**src/rtl/pipe_skid_stage_if.sv**
```systemverilog
`default_nettype none
// ============================================================================
// Module   : pipe_skid_stage_if
// Purpose  : Handshake bundle for one pipe_skid_stage instance. It carries the
//            upstream valid/ready/data, the downstream valid/ready/data, the
//            flush strobe, and the status outputs (occupancy, statistics).
// Modports : master - the environment that drives the stage (upstream
//                     producer, downstream consumer, flush control).
//            slave  - the stage itself.
// Params   : DATA_W - payload width; CNT_W - statistics counter width.
// Revision : 1.0 - initial release
// ============================================================================
interface pipe_skid_stage_if #(
  parameter int DATA_W = 71,
  parameter int CNT_W  = 32
);
  logic              flush;
  logic              in_valid;
  logic              in_ready;
  logic [DATA_W-1:0] in_data;
  logic              out_valid;
  logic              out_ready;
  logic [DATA_W-1:0] out_data;
  logic [1:0]        occupancy;
  logic [CNT_W-1:0]  xfer_count;
  logic [CNT_W-1:0]  stall_count;

  modport master (
    output flush, in_valid, in_data, out_ready,
    input  in_ready, out_valid, out_data, occupancy, xfer_count, stall_count
  );

  modport slave (
    input  flush, in_valid, in_data, out_ready,
    output in_ready, out_valid, out_data, occupancy, xfer_count, stall_count
  );
endinterface
`default_nettype wire

```
**src/rtl/pipe_skid_stage.sv**
```systemverilog
`default_nettype none
// ============================================================================
// Module   : pipe_skid_stage
// Purpose  : Handshaked pipeline stage register with a two-entry skid buffer,
//            so that in_ready is a flop output and never combinationally
//            depends on out_ready. Carries an opaque DATA_W-bit payload in
//            strict FIFO order, with synchronous flush.
// Ports    : clk  - clock, all state updates on posedge
//            rst  - synchronous active-high reset (priority over flush)
//            bus  - pipe_skid_stage_if.slave: flush, in_valid/in_ready/
//                   in_data, out_valid/out_ready/out_data, occupancy,
//                   xfer_count, stall_count
// Config   : define PIPE_SKID_STAGE_STATS_EN to build the saturating
//            transfer/stall counters; otherwise both counters read 0 and no
//            counter flops exist.
// Revision : 1.0 - initial release
// ============================================================================
module pipe_skid_stage #(
  parameter int DATA_W = 71,
  parameter int CNT_W  = 32
) (
  input  logic                  clk,
  input  logic                  rst,
  pipe_skid_stage_if.slave      bus
);

  // State is literally {skid_v, main_v}; 2'b10 is unreachable.
  typedef enum logic [1:0] {
    EMPTY = 2'b00,
    ONE   = 2'b01,
    FULL  = 2'b11
  } state_t;

  state_t            state;
  state_t            state_nxt;
  logic [DATA_W-1:0] main_d;
  logic [DATA_W-1:0] skid_d;

  logic main_v;
  logic skid_v;
  logic in_hs;
  logic out_hs;
  logic ld_main_in;
  logic ld_main_skid;
  logic ld_skid;

  assign main_v = state[0];
  assign skid_v = state[1];

  // in_ready comes straight from the skid flag, so it is registered.
  assign in_hs  = bus.in_valid && !skid_v;
  assign out_hs = main_v && bus.out_ready;

  // --------------------------------------------------------------------------
  // Next-state and load-enable decode
  // --------------------------------------------------------------------------
  always_comb begin
    state_nxt    = state;
    ld_main_in   = 1'b0;
    ld_main_skid = 1'b0;
    ld_skid      = 1'b0;
    case (state)
      EMPTY: begin
        if (in_hs) begin
          state_nxt  = ONE;
          ld_main_in = 1'b1;
        end
      end
      ONE: begin
        if (in_hs && out_hs) begin
          ld_main_in = 1'b1;
        end else if (in_hs) begin
          state_nxt = FULL;
          ld_skid   = 1'b1;
        end else if (out_hs) begin
          state_nxt = EMPTY;
        end
      end
      FULL: begin
        if (out_hs) begin
          state_nxt    = ONE;
          ld_main_skid = 1'b1;
        end
      end
      default: begin
        state_nxt = EMPTY;
      end
    endcase
  end

  // --------------------------------------------------------------------------
  // State and payload registers. Reset and flush have the same effect on the
  // storage; any input accepted in a flush cycle is simply dropped.
  // --------------------------------------------------------------------------
  always_ff @(posedge clk) begin
    if (rst || bus.flush) begin
      state  <= EMPTY;
      main_d <= '0;
      skid_d <= '0;
    end else begin
      state <= state_nxt;
      if (ld_main_in) begin
        main_d <= bus.in_data;
      end else if (ld_main_skid) begin
        main_d <= skid_d;
      end
      if (ld_skid) begin
        skid_d <= bus.in_data;
      end
    end
  end

  assign bus.in_ready  = !skid_v;
  assign bus.out_valid = main_v;
  assign bus.out_data  = main_d;
  assign bus.occupancy = {1'b0, main_v} + {1'b0, skid_v};

  // --------------------------------------------------------------------------
  // Statistics: saturating counters, cleared by rst only. A handshake in a
  // flush cycle still completes, so it still counts.
  // --------------------------------------------------------------------------
`ifdef PIPE_SKID_STAGE_STATS_EN
  localparam logic [CNT_W-1:0] CNT_MAX = {CNT_W{1'b1}};

  logic [CNT_W-1:0] xfer_cnt;
  logic [CNT_W-1:0] stall_cnt;

  always_ff @(posedge clk) begin
    if (rst) begin
      xfer_cnt  <= '0;
      stall_cnt <= '0;
    end else begin
      if (out_hs && (xfer_cnt != CNT_MAX)) begin
        xfer_cnt <= xfer_cnt + CNT_W'(1);
      end
      if (main_v && !bus.out_ready && (stall_cnt != CNT_MAX)) begin
        stall_cnt <= stall_cnt + CNT_W'(1);
      end
    end
  end

  assign bus.xfer_count  = xfer_cnt;
  assign bus.stall_count = stall_cnt;
`else
  assign bus.xfer_count  = {CNT_W{1'b0}};
  assign bus.stall_count = {CNT_W{1'b0}};
`endif

endmodule
`default_nettype wire

```
**src/flat_wrapper.sv**
```systemverilog
// flat-port wrapper written by rule: the top's interface ports become plain ports
module pipe_skid_stage_flat 
#(
  parameter int DATA_W = 71,
  parameter int CNT_W  = 32
)
  (clk, rst, bus_flush, bus_in_valid, bus_in_data, bus_out_ready, bus_in_ready, bus_out_valid, bus_out_data, bus_occupancy, bus_xfer_count, bus_stall_count);
  pipe_skid_stage_if #(.DATA_W(DATA_W), .CNT_W(CNT_W)) bus_i ();
  input  logic clk;
  input  logic rst;
  input wire logic [$bits(bus_i.flush)-1:0] bus_flush;
  input wire logic [$bits(bus_i.in_valid)-1:0] bus_in_valid;
  input wire logic [$bits(bus_i.in_data)-1:0] bus_in_data;
  input wire logic [$bits(bus_i.out_ready)-1:0] bus_out_ready;
  output wire logic [$bits(bus_i.in_ready)-1:0] bus_in_ready;
  output wire logic [$bits(bus_i.out_valid)-1:0] bus_out_valid;
  output wire logic [$bits(bus_i.out_data)-1:0] bus_out_data;
  output wire logic [$bits(bus_i.occupancy)-1:0] bus_occupancy;
  output wire logic [$bits(bus_i.xfer_count)-1:0] bus_xfer_count;
  output wire logic [$bits(bus_i.stall_count)-1:0] bus_stall_count;
  assign bus_i.flush = bus_flush;
  assign bus_i.in_valid = bus_in_valid;
  assign bus_i.in_data = bus_in_data;
  assign bus_i.out_ready = bus_out_ready;
  assign bus_in_ready = bus_i.in_ready;
  assign bus_out_valid = bus_i.out_valid;
  assign bus_out_data = bus_i.out_data;
  assign bus_occupancy = bus_i.occupancy;
  assign bus_xfer_count = bus_i.xfer_count;
  assign bus_stall_count = bus_i.stall_count;
  pipe_skid_stage #(.DATA_W(DATA_W), .CNT_W(CNT_W)) u_core (.clk(clk), .rst(rst), .bus(bus_i));
endmodule
```
**config.mk**
```make
export PLATFORM = sky130hd
export DESIGN_NAME = pipe_skid_stage_flat
export DESIGN_NICKNAME = d
export VERILOG_FILES = /design/src/rtl/pipe_skid_stage_if.sv /design/src/rtl/pipe_skid_stage.sv /design/src/flat_wrapper.sv
export SDC_FILE = /design/constraint.sdc
export NUM_CORES = 1
export LEC_CHECK = 0
export BUFFER_PORTS_ARGS = -buffer_cell sky130_fd_sc_hd__buf_2
export CORE_ASPECT_RATIO = 0.5
export CORE_MARGIN = 2
export CORE_UTILIZATION = 47
export CTS_BUF_LIST = sky130_fd_sc_hd__clkbuf_8
export CTS_CLUSTER_SIZE = 16
export DETAILED_ROUTE_END_ITERATION = 16
export HOLD_SLACK_MARGIN = 0.15
export PLACE_DENSITY_LB_ADDON = 0.25
export SLEW_MARGIN = 20
export SYNTH_ARGS = -nofsm -noshare
export SYNTH_HDL_FRONTEND = slang
export SYNTH_SLANG_ARGS = --single-unit
```
**constraint.sdc**
```tcl
create_clock -name clk -period 1.5 [get_ports clk]
set_input_delay 0.3 -clock clk [delete_from_list [all_inputs] [get_ports clk]]
set_output_delay 0.3 -clock clk [all_outputs]
set_load 0.02 [all_outputs]
```
==> out/metrics.cfg, run 1 <==
[floorplanning]
rows=29
ios=215
core_mm2=0.0127
die-area_mm2=0.0139
initial_core_util=0.481
chipHeight_um=84.5
die_w_um=165

[route]
wl_per_cell_um=17.1
ant_nets=0
drt-initial-drc-count=673
drt-total-wl_mm=20.9
via_per_inst=5.33
drc=0
num_vias=6529
dr.pass1.iters=6

[place]
dp_slack_ps=-88.9
place_congestion=0.767
portBuffers=150
dp_hpwl_mm=9.88

[synthesis]
syn_area_mm2=0.00609
syn_avg_cell_area_um2=7.66
synth_mux_area_frac=0
synthCells=795
synth_top_family_by_area=compound AO/OA/AOI/OAI gates
ys_ff_latch=144
synth.distinct_cells=30
yosys.area_share.simple=0.189
yosysWarningCount=0
ys_seq_area_frac=0.474
synth-compound-area-share=0.201
synth-adder-area-share=0.00822
synthXorXnorAreaFrac=0

[hold_path]
worst_hold_startpoint=rst
holdPathEnd=u_core.state[1]
holdPathStages=3
hold_class=in -> reg

[grt]
grt_max_degree=72
antenna_found_initial=0
grtUsageTotal=0.262
grt_pass1_vias=5793
grt_pass1_wl_mm=28.8
gr-total-overflow=0

[finish]
final_cell_mix=286 x nand2_1, 148 x buf_2, 142 x dfxtp_1
layout-drive-gt1-share=0.263
n_fill_cell=924
syn_to_final_growth_pct=46.4
nets=1121
layout_commonest_cell=nand2_1
n_antenna_cell=0

[run_status]
violations=setup timing
status=finished with violations

[cts]
cts_buffers=17
tritoncts=yes
clockBufferDepth=2
h-tree-depth=4
cts.reportedPaths.clkPinSlew_ps=80
insertion_delay_ps=430
clock-sinks=144
ctsRootBufferMaster=clkbuf_8

[sta]
setup_viol=144
final-max-slew-violation-count=0
fin_crit_ps=1730
setup_tns_ps=-15340
fin_hold_ws_ps=325
rsz0062_at_grt=true
max_clock_freq_ghz=0.577
setup_ws_ps=-233
final_hold_viol_count=0
finalClockSkew_ps=16.5
fin_crit_sh=1.16

[critical_path]
r2r-end=u_core.bus.out_data[9]
crit_required_ps=1860
crit_type=reg -> reg
crit_path_max_fanout=5
ff2ff_setup_slack_ps=-230
critical_path_arrival_ps=2090
rr_startpoint=u_core.state[0]
worst_r2r_path_depth=9
cp-start-kind=register
crit_path_end_kind=register

[flow_run]
maxCapViolCount=0

[pwr]
p_leak_nw=3.56
powerDensity_mw_per_mm2=973
vdd_ir_drop_max_mv=0.558

routing by layer:
layer  share of wire  global-route usage
met1            0.43               0.343
met2            0.46               0.424
met3           0.091              0.0440
met4           0.024               0.123
met5               0                   0
logic make-up after synthesis:
family | count (synthesis)
AO/OA/AOI/OAI | 222
other | 1
AND/OR/NAND/NOR | 298
buffers and inverters | 126
flip-flops | 144
adder cells (fa/ha/maj) | 4
synthesized netlist by cell type:
| library cell | count | share of area |
|---|---|---|
| nand2_1 | 286 | 0.18 |
| dfxtp_1 | 144 | 0.47 |
| a21oi_1 | 73 | 0.060 |
| buf_4 | 72 | 0.089 |
| a31oi_1 | 71 | 0.073 |
| o21ai_0 | 63 | 0.052 |
| clkbuf_1 | 25 | 0.015 |
| buf_2 | 20 | 0.016 |
| o21ai_1 | 10 | 0.0082 |
| buf_1 | 4 | 0.0025 |
| ha_1 | 4 | 0.0082 |
| inv_1 | 3 | 0.0018 |
| and3_1 | 2 | 0.0021 |
| nand3_1 | 2 | 0.0016 |
| a22oi_1 | 1 | 0.0012 |
| a311oi_1 | 1 | 0.0014 |
| buf_6 | 1 | 0.0018 |
| clkbuf_2 | 1 | 0.00082 |
| conb_1 | 1 | 0.00062 |
| nand2_2 | 1 | 0.0010 |
| nand2b_1 | 1 | 0.0010 |
| nand3_2 | 1 | 0.0016 |
| nor2_1 | 1 | 0.00062 |
| nor2_2 | 1 | 0.0010 |
| nor2b_2 | 1 | 0.0014 |
| o21a_1 | 1 | 0.0012 |
| o21ai_4 | 1 | 0.0027 |
| o2bb2ai_1 | 1 | 0.0014 |
| or2_2 | 1 | 0.0010 |
| or3_1 | 1 | 0.0010 |
per-stage QoR:
step	power, mW	cell area [um2]	cells	utilization
CTS	8.51	8530	1204	0.674
detailed placement	5.09	6970	1083	0.550
global route	8.96	8910	1224	0.704
finish	8.67	8910	1224	0.704
global placement	5.07	6970	1083	0.550
floorplan	4.85	6370	858	-
cell type report:
class	count	area (um2)	share of cell area
clock buffer	18	248	0.0278
inverter	3	16.3	0.00183
multi-input combinational	588	2800	0.315
sequential	144	2890	0.324
tap	170	213	0.0239
clock inverter	14	140	0.0157
timing repair buffer	287	2600	0.292
worst max path at each step:
stage | from | to | slack, ps | depth (start not counted)
after floorplan | u_core.state[1] | u_core.bus.out_data[0] | 20 | 7
after global placement | u_core.state[1] | u_core.bus.out_data[62] | -20 | 7
after detailed placement | u_core.state[1] | u_core.skid_d[18] | -90 | 6
after CTS | u_core.state[0] | u_core.bus.out_data[41] | -140 | 7
after global routing | u_core.state[0] | u_core.bus.out_data[9] | -280 | 9
final | u_core.state[0] | u_core.bus.out_data[9] | -230 | 9
registers in the layout, indices dropped and copies added, names as in the netlist:
register,flops
u_core.skid_d,71
u_core.bus.out_data,71
u_core.state,2
report_power, final:
part           internal [mW]  total, mW  switching [mW]  leakage (nW)
Sequential              3.94       4.00          0.0658          1.17
Clock                   1.52       3.06            1.55         0.192
Combinational          0.712       1.61           0.900          2.20
Total                   6.16       8.67            2.51          3.56
worst max-delay path, stage by stage (launching register included):
cell and delay [ps]:
dfxtp_4 370, buf_6 120, ha_4 150, and3_4 150
o21ai_4 170, buf_6 140, buf_12 140, buf_12 120
o21ai_1 100, a31oi_2 200
timing repair:
action                     4_1_cts  5_1_grt
cloned                           9       10
buffers inserted                 9       12
pin swaps                        2        6
hold buffers                    71        0
resized for setup               47       26
setup endpoints to repair      125      146
hold endpoints to repair        71        0
No activity file was read; power rests on OpenSTA's default activity.
==> run 2: changes to the inputs <==
--- a/config.mk
+++ b/config.mk
@@ -5,13 +5,13 @@
 export SDC_FILE = /design/constraint.sdc
 export NUM_CORES = 1
 export LEC_CHECK = 0
-export BUFFER_PORTS_ARGS = -buffer_cell sky130_fd_sc_hd__buf_2
 export CORE_ASPECT_RATIO = 0.5
 export CORE_MARGIN = 2
-export CORE_UTILIZATION = 47
+export CORE_UTILIZATION = 55
 export CTS_BUF_LIST = sky130_fd_sc_hd__clkbuf_8
 export CTS_CLUSTER_SIZE = 16
 export DETAILED_ROUTE_END_ITERATION = 16
+export DONT_BUFFER_PORTS = 1
 export HOLD_SLACK_MARGIN = 0.15
 export PLACE_DENSITY_LB_ADDON = 0.25
 export SLEW_MARGIN = 20
==> run 2 against run 1 <==
The flow still finishes with violations (setup timing). Via count is 12% lower. First-iteration DRC count is 33% lower. Critical path type unchanged. Critical path depth is 1 lower. Sequential power is 3% higher. Power is 6.8% lower.
==> out/metrics.cfg, run 2 (same netlist as run 1, synthesis figures left out) <==
[critical_path]
worst_path_largest_cell_delay_ps=360
cp-start-kind=register
r2r-end=u_core.bus.out_data[38]
path_common_cell=buf_12
critical_path_arrival_ps=1960
rr_startpoint=u_core.state[1]
worst_r2r_path_depth=8
ff2ff_setup_slack_ps=-130
critPathSlowestCell=dfxtp_4
path_depth=8
startpoint=u_core.state[1]
crit_path_end_kind=register
cpLargestDelayFamily=compound AO/OA/AOI/OAI gates
crit_end=u_core.bus.out_data[38]
worstPathBufferInverterCount=3
crit_path_max_fanout=13
crit_required_ps=1830
crit_type=reg -> reg
path_cells=inv_4, ha_4, and3_4, o21ai_4, buf_12, buf_12, o21ai_1, a31oi_1

[grt]
grt_max_degree=38
grt_pass1_vias=5325
antenna_found_initial=0
grt_pass1_wl_mm=25.4
gr-total-overflow=0
grtUsageTotal=0.260

[sta]
finalClockSkew_ps=12.2
fin_hold_ws_ps=184
rsz0062_at_grt=true
final_hold_viol_count=0
setup_ws_ps=-131
setup_tns_ps=-3060
max_clock_freq_ghz=0.613
final-max-slew-violation-count=0
fin_crit_sh=1.09
fin_crit_ps=1630
setup_viol=71

[place]
placed_area_mm2=0.00618
portBuffers=0
dp.cells=912
dp_hpwl_mm=9.20
place_congestion=0.780

[cts]
clockBufferDepth=2
h-tree-depth=4
tritoncts=yes
cts.reportedPaths.clkPinSlew_ps=80
cts_buffers=17
ctsRootBufferMaster=clkbuf_8
insertion_delay_ps=430
clock-sinks=144

[finish]
final_cell_mix=286 x nand2_1, 142 x dfxtp_1, 72 x dlygate4sd3_1
syn_to_final_growth_pct=29.7
n_antenna_cell=0
layout-drive-gt1-share=0.145
fin_area_mm2=0.00789
layout_commonest_cell=nand2_1
stdcell_count=1032
n_fill_cell=826
nets=957

[route]
drt-initial-drc-count=453
dr.pass1.iters=5
wl_per_cell_um=17.0
ant_nets=0
via_per_inst=5.59
drt-total-wl_mm=17.5
num_vias=5764
drc=0

[flow_run]
maxCapViolCount=0

[pwr]
power_frac_seq=0.512
p_leak_nw=2.71
p_comb_frac=0.144
intPower_mw=5.83
sw_frac_of_total=0.279
vdd_ir_drop_max_mv=0.589
p_total_mw=8.08
clockPowerShare=0.344
p_sw_mw=2.26
powerDensity_mw_per_mm2=1020

[run_status]
status=finished with violations
violations=setup timing

[floorplanning]
ios=215
rows=27
chipHeight_um=78.4
die-area_mm2=0.0120
die_w_um=153
core_mm2=0.0109
initial_core_util=0.560

[hold_path]
hold_class=in -> reg

## run 2: power groups by stage
| stage | registers [mW] | logic [mW] | clock network, mW |
|---|---|---|---|
| 6_report | 4.13 | 1.17 | 2.78 |
| 5_1_grt | 4.15 | 1.24 | 2.97 |
| 4_1_cts | 4.13 | 0.974 | 2.82 |
| 3_5_place_dp | 4.22 | 0.663 | 0 |
| 3_3_place_gp | 4.22 | 0.649 | 0 |
| 2_1_floorplan | 4.20 | 0.648 | 0 |
## run 2: metal layers
metal  wire [um]  global-route usage  vias to the layer above
li1            -                   -                     2696
met1        7370               0.313                     2767
met2        8530               0.455                      273
met3        1360              0.0629                       28
met4         269               0.102                        0
met5           0                   0                        -
## run 2: timing repair
item,CTS,global route
hold endpoints to repair,143,0
gates cloned,4,9
setup buffers,5,2
hold buffers,72,0
gates resized for setup,19,77
pin swaps,3,3
setup endpoints to repair,119,129
## run 2: worst min path at each step
stage	depth (start not counted)	slack [ps]	to	start
6_report	4	180	u_core.bus.out_data[45]	rst
5_1_grt	4	200	u_core.bus.out_data[45]	rst
4_1_cts	3	180	u_core.state[0]	bus_out_ready
3_5_place_dp	2	440	u_core.skid_d[26]	bus_in_data[26]
3_3_place_gp	2	440	u_core.skid_d[41]	bus_in_data[41]
2_1_floorplan	2	440	u_core.skid_d[0]	bus_in_data[0]
## run 2: tightest hold or removal path: stages
cell	delay (ps)
nor2_4	30
buf_12	150
o21ai_2	60
a31oi_1	30
## run 2: area by class of cell
class / count / area [um2] / area share
multi-input combinational: 588 / 2940 / 0.372
sequential: 144 / 2890 / 0.366
timing repair buffer: 123 / 1520 / 0.193
clock buffer: 20 / 275 / 0.0349
tap: 145 / 181 / 0.0230
clock inverter: 9 / 68.8 / 0.00872
inverter: 3 / 16.3 / 0.00206
## run 2: through the flow
step	worst slack [ps]	util
2_1_floorplan	21.1	-
4_1_cts	-67.3	0.685
3_5_place_dp	-62.6	0.568
3_3_place_gp	-2.06	0.568
5_1_grt	-154	0.726
6_report	-131	0.726
